[config.mk]
export PLATFORM = sky130hd
export DESIGN_NAME = i2s_writer_flat
export DESIGN_NICKNAME = d
export VERILOG_FILES = /design/src/rtl/i2s_writer_if.sv /design/src/rtl/i2s_writer.sv /design/src/flat_wrapper.sv
export SDC_FILE = /design/constraint.sdc
export NUM_CORES = 1
export LEC_CHECK = 0
export CAP_MARGIN = 20
export CORE_MARGIN = 2
export CORE_UTILIZATION = 40
export DETAILED_ROUTE_END_ITERATION = 6
export PLACE_DENSITY = 0.63
export RECOVER_POWER = 100
export SLEW_MARGIN = 20
export SYNTH_ARGS = -nofsm -noshare
export SYNTH_HDL_FRONTEND = slang
export SYNTH_SLANG_ARGS = --single-unit
[constraint.sdc]
create_clock -name clk -period 2.1 [get_ports clk]
set_clock_uncertainty 0.2 [all_clocks]
set_input_delay 0.42 -clock clk [delete_from_list [all_inputs] [get_ports clk]]
set_output_delay 0.42 -clock clk [all_outputs]
set_load 0.01 [all_outputs]
[src/rtl/i2s_writer_if.sv]
// rtl/i2s_writer_if.sv - sample handshake between the I2S memory controller and the I2S writer
//
// Four-phase request/acknowledge handshake carrying one 24-bit sample and its
// channel bit.
//   audio_data_request : consumer -> producer, asks for the next sample
//   audio_data_ack     : producer -> consumer, audio_data/audio_lr_bit are valid
//   audio_data         : 24-bit two's complement sample
//   audio_lr_bit       : sample channel, 0 = left, 1 = right
// master = producer (memory controller), slave = consumer (i2s_writer).
interface i2s_writer_if;
  logic        audio_data_request;
  logic        audio_data_ack;
  logic [23:0] audio_data;
  logic        audio_lr_bit;

  modport master (
    input  audio_data_request,
    output audio_data_ack,
    output audio_data,
    output audio_lr_bit
  );

  modport slave (
    output audio_data_request,
    input  audio_data_ack,
    input  audio_data,
    input  audio_lr_bit
  );
endinterface

[src/rtl/i2s_writer.sv]
// rtl/i2s_writer.sv - 24-bit I2S serializer with one-sample holding buffer
//
// Generates BCLK/LRCLK/SDATA (Philips format, one-bit delay) from the I2S domain
// clock and pulls samples over a four-phase handshake.
//   clk           : I2S domain clock
//   rst           : asynchronous active-low reset
//   enable        : runs the serializer; low holds the bus idle and flushes the buffer
//   clear_status  : one-cycle pulse clearing the sticky flags
//   bus           : sample handshake (slave side)
//   i2s_bclk      : bit clock, CLOCK_DIVISOR clk cycles per half period
//   i2s_lrclk     : word select, 0 = left, 1 = right
//   i2s_data      : serial data, MSB first
//   underrun      : sticky, a slot started with no buffered sample
//   lr_sync_error : sticky, the buffered sample's channel did not match the slot
module i2s_writer #(
  parameter int CLOCK_DIVISOR = 4
) (
  input  logic         clk,
  input  logic         rst,
  input  logic         enable,
  input  logic         clear_status,
  i2s_writer_if.slave  bus,
  output logic         i2s_bclk,
  output logic         i2s_lrclk,
  output logic         i2s_data,
  output logic         underrun,
  output logic         lr_sync_error
);

  localparam logic [7:0] DIV_LAST = 8'(CLOCK_DIVISOR - 1);

  typedef enum logic [1:0] {
    ST_IDLE,
    ST_REQ,
    ST_WAIT_LOW
  } state_t;

  // serializer state
  logic [7:0]  r_div;
  logic        r_bclk;
  logic        r_lrclk;
  logic        r_data;
  logic [4:0]  r_bit_cnt;
  logic [23:0] r_shift;

  // holding buffer
  logic        r_buf_valid;
  logic [23:0] r_buf_data;
  logic        r_buf_lr;

  // sticky flags
  logic        r_underrun;
  logic        r_lr_err;

  // handshake FSM
  state_t      r_state;
  state_t      w_state_next;
  logic        w_req;
  logic        w_capture;

  logic        w_div_tc;
  logic        w_fall;
  logic        w_boundary;
  logic        w_slot_lr;
  logic        w_match;
  logic        w_set_underrun;
  logic        w_set_lr_err;

  assign w_div_tc   = (r_div == DIV_LAST);
  // BCLK is about to go 1->0: the only edge on which the serial outputs move
  assign w_fall     = enable & w_div_tc & r_bclk;
  // bit counter wraps 31->0 on this fall, starting a new slot
  assign w_boundary = w_fall & (r_bit_cnt == 5'd31);
  // channel of the slot being started is the toggled LRCLK
  assign w_slot_lr  = ~r_lrclk;
  assign w_match    = r_buf_valid & (r_buf_lr == w_slot_lr);

  assign w_set_underrun = w_boundary & ~r_buf_valid;
  assign w_set_lr_err   = w_boundary & r_buf_valid & (r_buf_lr != w_slot_lr);

  // ---------------------------------------------------------------- serializer
  always_ff @(posedge clk or negedge rst) begin
    if (!rst) begin
      r_div     <= 8'd0;
      r_bclk    <= 1'b0;
      r_lrclk   <= 1'b1;
      r_data    <= 1'b0;
      r_bit_cnt <= 5'd31;
      r_shift   <= 24'd0;
    end else if (!enable) begin
      r_div     <= 8'd0;
      r_bclk    <= 1'b0;
      r_lrclk   <= 1'b1;
      r_data    <= 1'b0;
      r_bit_cnt <= 5'd31;
      r_shift   <= 24'd0;
    end else begin
      if (w_div_tc) begin
        r_div  <= 8'd0;
        r_bclk <= ~r_bclk;
      end else begin
        r_div <= r_div + 8'd1;
      end
      if (w_fall) begin
        r_bit_cnt <= r_bit_cnt + 5'd1;
        if (w_boundary) begin
          // delay bit, then the freshly loaded word starts on the next fall
          r_lrclk <= ~r_lrclk;
          r_data  <= 1'b0;
          r_shift <= w_match ? r_buf_data : 24'd0;
        end else begin
          // after 24 shifts the register is empty, which yields the zero tail
          r_data  <= r_shift[23];
          r_shift <= {r_shift[22:0], 1'b0};
        end
      end
    end
  end

  // ------------------------------------------------------------ holding buffer
  always_ff @(posedge clk or negedge rst) begin
    if (!rst) begin
      r_buf_valid <= 1'b0;
      r_buf_data  <= 24'd0;
      r_buf_lr    <= 1'b0;
    end else if (!enable) begin
      // a handshake finishing while disabled is accepted but not kept
      r_buf_valid <= 1'b0;
    end else if (w_capture) begin
      r_buf_valid <= 1'b1;
      r_buf_data  <= bus.audio_data;
      r_buf_lr    <= bus.audio_lr_bit;
    end else if (w_boundary && w_match) begin
      // on a channel mismatch the sample stays for the next slot
      r_buf_valid <= 1'b0;
    end
  end

  // --------------------------------------------------------------- status flags
  always_ff @(posedge clk or negedge rst) begin
    if (!rst) begin
      r_underrun <= 1'b0;
      r_lr_err   <= 1'b0;
    end else begin
      r_underrun <= w_set_underrun | (r_underrun & ~clear_status);
      r_lr_err   <= w_set_lr_err   | (r_lr_err   & ~clear_status);
    end
  end

  // -------------------------------------------------------------- handshake FSM
  always_ff @(posedge clk or negedge rst) begin
    if (!rst) begin
      r_state <= ST_IDLE;
    end else begin
      r_state <= w_state_next;
    end
  end

  always_comb begin
    w_state_next = r_state;
    w_req        = 1'b0;
    w_capture    = 1'b0;
    case (r_state)
      ST_IDLE: begin
        // ack must be low first so a stale ack is never taken as data
        if (enable && !r_buf_valid && !bus.audio_data_ack) begin
          w_state_next = ST_REQ;
        end
      end
      ST_REQ: begin
        w_req = 1'b1;
        if (bus.audio_data_ack) begin
          w_capture    = 1'b1;
          w_state_next = ST_WAIT_LOW;
        end
      end
      ST_WAIT_LOW: begin
        if (!bus.audio_data_ack) begin
          w_state_next = ST_IDLE;
        end
      end
      default: begin
        w_state_next = ST_IDLE;
      end
    endcase
  end

  assign bus.audio_data_request = w_req;

  assign i2s_bclk      = r_bclk;
  assign i2s_lrclk     = r_lrclk;
  assign i2s_data      = r_data;
  assign underrun      = r_underrun;
  assign lr_sync_error = r_lr_err;

endmodule
[src/flat_wrapper.sv]
// flat-port wrapper written by rule: the top's interface ports become plain ports
module i2s_writer_flat 
#(
  parameter int CLOCK_DIVISOR = 4
)
  (clk, rst, enable, clear_status, i2s_bclk, i2s_lrclk, i2s_data, underrun, lr_sync_error, bus_audio_data_request, bus_audio_data_ack, bus_audio_data, bus_audio_lr_bit);
  i2s_writer_if bus_i ();
  input  logic clk;
  input  logic rst;
  input  logic enable;
  input  logic clear_status;
  output logic i2s_bclk;
  output logic i2s_lrclk;
  output logic i2s_data;
  output logic underrun;
  output logic lr_sync_error;
  output wire logic [$bits(bus_i.audio_data_request)-1:0] bus_audio_data_request;
  input wire logic [$bits(bus_i.audio_data_ack)-1:0] bus_audio_data_ack;
  input wire logic [$bits(bus_i.audio_data)-1:0] bus_audio_data;
  input wire logic [$bits(bus_i.audio_lr_bit)-1:0] bus_audio_lr_bit;
  assign bus_audio_data_request = bus_i.audio_data_request;
  assign bus_i.audio_data_ack = bus_audio_data_ack;
  assign bus_i.audio_data = bus_audio_data;
  assign bus_i.audio_lr_bit = bus_audio_lr_bit;
  i2s_writer #(.CLOCK_DIVISOR(CLOCK_DIVISOR)) u_core (.clk(clk), .rst(rst), .enable(enable), .clear_status(clear_status), .bus(bus_i), .i2s_bclk(i2s_bclk), .i2s_lrclk(i2s_lrclk), .i2s_data(i2s_data), .underrun(underrun), .lr_sync_error(lr_sync_error));
endmodule
; ---- Yosys cells after proc, flatten, opt, wreduce, memory -nomap -nowiden
; Index checks and enable logic that the tools add are counted.
[word_totals]
ff_bits = 70
output_inout_bits = 6
word_cells = 77
[op_classes]
addsub = 2
eq_ne = 13
muxes = 26
bitwise = 15
reduce_logical = 9
[ops]
columns = operator, n
row1 = 24-bit two-way mux, 4
row2 = 8-bit two-way mux, 2
row3 = 1-bit two-way mux, 14
row4 = 5-bit two-way mux, 2
row5 = 1-bit AND, 9
row6 = 8-bit by 1-bit adder with 8-bit output (second input constant), 1
row7 = 8-bit by 2-bit equality test with 1-bit output (second input constant), 1
row8 = 2-bit by 1-bit != test with 1-bit output (second input constant), 4
row9 = 2-bit two-way mux, 3
row10 = 2-bit one-hot mux with 3 select lines, 1
row11 = 5-bit by 1-bit adder with 5-bit output (second input constant), 1
row12 = 5-bit equality test (second input constant), 1
row13 = 2-bit != test (second input constant), 2
row14 = 1-bit inverter, 4
row15 = 2-bit AND reduction, 2
row16 = 1-bit logical AND, 3
row17 = 3-bit by 1-bit != test with 1-bit output (second input constant), 1
row18 = 3-bit AND reduction, 1
row19 = 2-bit by 1-bit equality test with 1-bit output (second input constant), 1
row20 = 2-bit equality test (second input constant), 1
row21 = 1-bit logical NOT, 2
row22 = 2-bit logical NOT, 1
row23 = 1-bit OR, 2
row24 = 1-bit equality test, 1
row25 = 1-bit != test, 1

; ---- Logic depth before layout (Yosys ltp)
[logic_depth]
depth_word = 8
mapped_depth = 8
depth_no_buf = 6

; ---- Worst setup path before layout
; No wires, ideal clock.
[synth_timing]
path_kind = reg2reg
start = register u_core.r_bit_cnt[0]
end = register u_core.r_shift[13]
arrival_time_ns = 1.873
setup_slack_ns = -0.051
stages_incl_launch_ff = 9
path_cell_list = dfstp_2 > ha_1 > and3_1 > ha_1 > and3_1 > clkbuf_1 > clkbuf_1 > a32oi_1 > a21oi_1
[synth_between]
elab_chain_cells = 5
[synth_rtl]
columns = element, line
row1 = from (decl), i2s_writer.sv:43  ; logic [4:0] r_bit_cnt;
row2 = from (signal assigned), i2s_writer.sv:105  ; r_bit_cnt <= r_bit_cnt + 5'd1;
row3 = 5-bit equality test, i2s_writer.sv:73  ; assign w_boundary = w_fall & (r_bit_cnt == 5'd31);
row4 = 1-bit AND, i2s_writer.sv:73
row5 = 24-bit two-way mux, i2s_writer.sv:106  ; if (w_boundary) begin
row6 = 24-bit two-way mux, i2s_writer.sv:104  ; if (w_fall) begin
row7 = 24-bit two-way mux, i2s_writer.sv:90  ; end else if (!enable) begin
row8 = to (signal assigned), i2s_writer.sv:110  ; r_shift <= w_match ? r_buf_data : 24'd0;
row9 = to (signal assigned), i2s_writer.sv:114  ; r_shift <= {r_shift[22:0], 1'b0};
row10 = to (decl), i2s_writer.sv:44  ; logic [23:0] r_shift;
; No other way between the ends. The select of a mux whose other input is x is not followed.
; A chain may end at the register's enable or synchronous reset.

; ---- Worst setup path after layout
[layout_timing]
start = register u_core.r_div[0]
end = register u_core.r_lr_err (netlist: u_core.lr_sync_error)
[layout_between]
elab_chain_cells = 7
[layout_rtl]
columns = element, line
row1 = from (decl), i2s_writer.sv:39  ; logic [7:0] r_div;
row2 = from (signal assigned), i2s_writer.sv:102  ; r_div <= r_div + 8'd1;
row3 = 8-bit by 2-bit equality test with 1-bit output, i2s_writer.sv:69  ; assign w_div_tc = (r_div == DIV_LAST);
row4 = 1-bit AND (2 in a row), i2s_writer.sv:71  ; assign w_fall = enable & w_div_tc & r_bclk;
row5 = 1-bit AND, i2s_writer.sv:73
row6 = 1-bit AND (2 in a row), i2s_writer.sv:79  ; assign w_set_lr_err = w_boundary & r_buf_valid & (r_buf_lr != w_slot_lr);
row7 = 1-bit OR, i2s_writer.sv:146  ; r_lr_err <= w_set_lr_err | (r_lr_err & ~clear_status);
row8 = to (signal assigned), i2s_writer.sv:146
row9 = to (decl), i2s_writer.sv:53  ; logic r_lr_err;
; No other way between the ends.

==> flow_metrics.tcl <==
set metrics [dict create \
    status "finished, final reports clean" \
    grt_pass1_vias 2317 \
    yosysSeqAreaShare_pct 55.1 \
    post-route-util_pct 52.0 \
    multi_input_area_um2 1340 \
    syn_avg_cell_area_um2 11.7 \
    hold_viol_final 0 \
    worst_pin_slew_ns 0.941 \
    antenna_cells 0 \
    detail-route-antenna-nets 0 \
    cts_tree "built" \
    clkTransAtPathRegs_ns 0.07 \
    ir_drop_mv 0.385 \
    grtUsageTotal_pct 16.2 \
    synth-edff-count 0 \
    final_common_cell "dfrtp_1" \
    io_pins 36 \
    final_cell_mix "dfrtp_1 (64), clkdlybuf4s50_1 (27), mux2_2 (25)" \
    clockBufferDepth 2 \
    gp_congestion 0.765 \
    critPathArrivalTime_ns 2.05 \
    critPathTopFamily "simple AND/OR/NAND/NOR gates" \
    min_path_cells 1 \
    routed_via_density 5.66 \
    reg2reg_depth 4 \
    syn-instance-count 272 \
    dr.pass1.iters 4 \
    numCtsBuffers 9 \
    setup_viol 0 \
    drc_errors 0 \
    fin_tns_setup_ns 0 \
    cellPowerDensity_nw_per_um2 821 \
    dr_total_vias 2411 \
    cap_violations 0 \
    netlist_area_um2 3190 \
    h-tree-depth 3 \
    drt-total-wl_um 6570 \
    die_h_um 93.3 \
    crit_path_top_delay_cell "or4b_4" \
    grt_pass1_wl_um 11100 \
    min_period_ns 2.01 \
    clock-sinks 70 \
    grt_max_degree 71 \
    max_freq_ghz 0.498 \
    grt_overflow_total 0 \
    cp_num_cells 4 \
    startpoint_type "flop" \
    antenna_found_initial 0 \
    core_um2 7730 \
    ys_types 46 \
    dp_hpwl_um 4070 \
    clock-root-buffer "clkbuf_8" \
    ys_seq_elements 70 \
    drtIter0Drc 193 \
    fillCellCount 695 \
    drive_gt1_share_pct 23.1 \
    area_growth_syn_to_layout_pct 25.8 \
    post_drt_wl_per_cell_um 15.4 \
    rsz0062_at_grt "false" \
    grt_busiest_layer "met2" \
    crit_type "reg2reg" \
    end_kind "flop" \
    clk_latency_ns 0.34 \
    synth_flop_cell "dfrtp_1" \
    die_area_um2 8710 \
    placementRows 32 \
    grtUsageMet1_pct 22.1 \
    start_util_pct 41.3 \
    synth_fp_nets 305 \
    grtUsageMet3_pct 3.30 \
    path_cells "ha_1 -> or4b_4 -> or3_4 -> o32ai_2" \
    cp.required_ns 2.15 \
    min_path_type "reg2reg" \
    slew_violations 0 \
    relSlewSlack_pct 37.3 \
    synthArstFlopShare_pct 100 \
    die_x_um 93.3 \
    critPathMaxStageDelay_ns 0.52 \
    final_nets 352 \
    seqCellArea_um2 1760 \
    yosys_warnings 0 \
    finalCritPeriodShare_pct 95.7 \
    path_buf_inv 0 \
    cp_max_fo 6 \
    use_met2_pct 24.2 \
    p_leak_nw 1.62 \
    numPortBuffers 35 \
]
metal layers:
metal	share of wire (%)	vias to the layer above
met5	0	-
met4	1.9	0
met3	4.9	10
met2	46	67
met1	47	1209
li1	-	1125
final timing paths:
kind,startpoint,to,slack (ns)
max in group asynchronous,rst,u_core.r_buf_data[10]$_DFFE_PN0P_,0.43
hold reg to reg,u_core.r_state[1]$_DFFE_PN0P_,u_core.r_state[0]$_DFFE_PN0P_,0.27
setup reg to reg,u_core.r_div[0]$_DFF_PN0_,u_core.lr_sync_error$_DFF_PN0_,0.09
min in group asynchronous,rst,u_core.i2s_bclk$_DFFE_PN0P_,0.66
setup / recovery,u_core.r_div[0]$_DFF_PN0_,u_core.lr_sync_error$_DFF_PN0_,0.09
hold / removal,u_core.r_state[1]$_DFFE_PN0P_,u_core.r_state[0]$_DFFE_PN0P_,0.27
registers in the layout, indices dropped and copies added, names as in the netlist, 2 cells and up:
register / flops
u_core.r_bit_cnt: 5
u_core.r_buf_data: 24
u_core.r_div: 8
u_core.r_shift: 24
u_core.r_state: 2
synth_stat cells (2+ instances only):
cell type	n	share of area [%]
dfrtp_1	64	50
nor2b_1	3	0.59
a21oi_1	21	3.3
and3_1	2	0.39
inv_1	5	0.59
nand2_1	14	1.6
xor2_1	3	0.82
nor2_1	4	0.47
nor4b_1	2	0.55
nand3_1	11	1.7
o21ai_0	10	1.6
buf_2	3	0.47
mux2i_1	8	2.5
dfstp_2	6	4.9
ha_1	3	1.2
clkbuf_1	16	1.9
or3_1	5	0.98
nand2b_1	2	0.39
a31oi_1	2	0.39
a22oi_1	16	3.8
a32oi_1	23	6.3
mux2_2	25	8.8
where the power goes:
group | leakage, nW | switching (W) | internal (W)
registers | 0.902 | 0.000117 | 0.00154
clock network | 0.106 | 0.000514 | 0.000667
logic | 0.612 | 0.000213 | 0.000249
layout make-up:
class | count | share of cell area [%]
inverters | 5 | 0.467
multi-input cells | 175 | 33.3
flip-flops and latches | 70 | 43.8
well taps | 102 | 3.18
clock inverters | 6 | 2.15
clock buffers | 10 | 3.18
repair buffers | 58 | 13.9
cell families (layout without fill, tap and decap cells):
group                      Yosys count  after routing  synth area share [%]
xor gates and xnor gates             4              4                  1.10
muxes                               34             34                  11.7
and+or+nand+nor                     56             56                  10.4
buffers and inverters               27             79                  3.65
adders and majority gates            3              3                  1.18
AOI/OAI and AO/OA                   78             78                  16.9
DFF                                 70             70                  55.1
through the flow:
step | power (W) | area, um^2 | instances | hold slack, ns | setup WS [ns]
6_report | 0.00329 | 4020 | 426 | 0.271 | 0.0911
5_1_grt | 0.00344 | 4020 | 426 | 0.296 | 0.00464
4_1_cts | 0.00333 | 4040 | 425 | 0.285 | 0.0717
3_5_place_dp | 0.00215 | 3820 | 408 | 0.260 | 0.0525
3_3_place_gp | 0.00214 | 3820 | 408 | 0.255 | 0.0946
2_1_floorplan | 0.00192 | 3190 | 272 | -0.0756 | 0.0284
timing repair:
action                                 in CTS  in global routing
buffers inserted                            0                  1
setup endpoints to repair                   2                  2
hold buffers                                1                  0
pin swaps                                   0                  1
endpoints found under the hold margin      64                  0
resized for setup                           3                  1
Note: power is estimated with default switching activity, not from simulation.
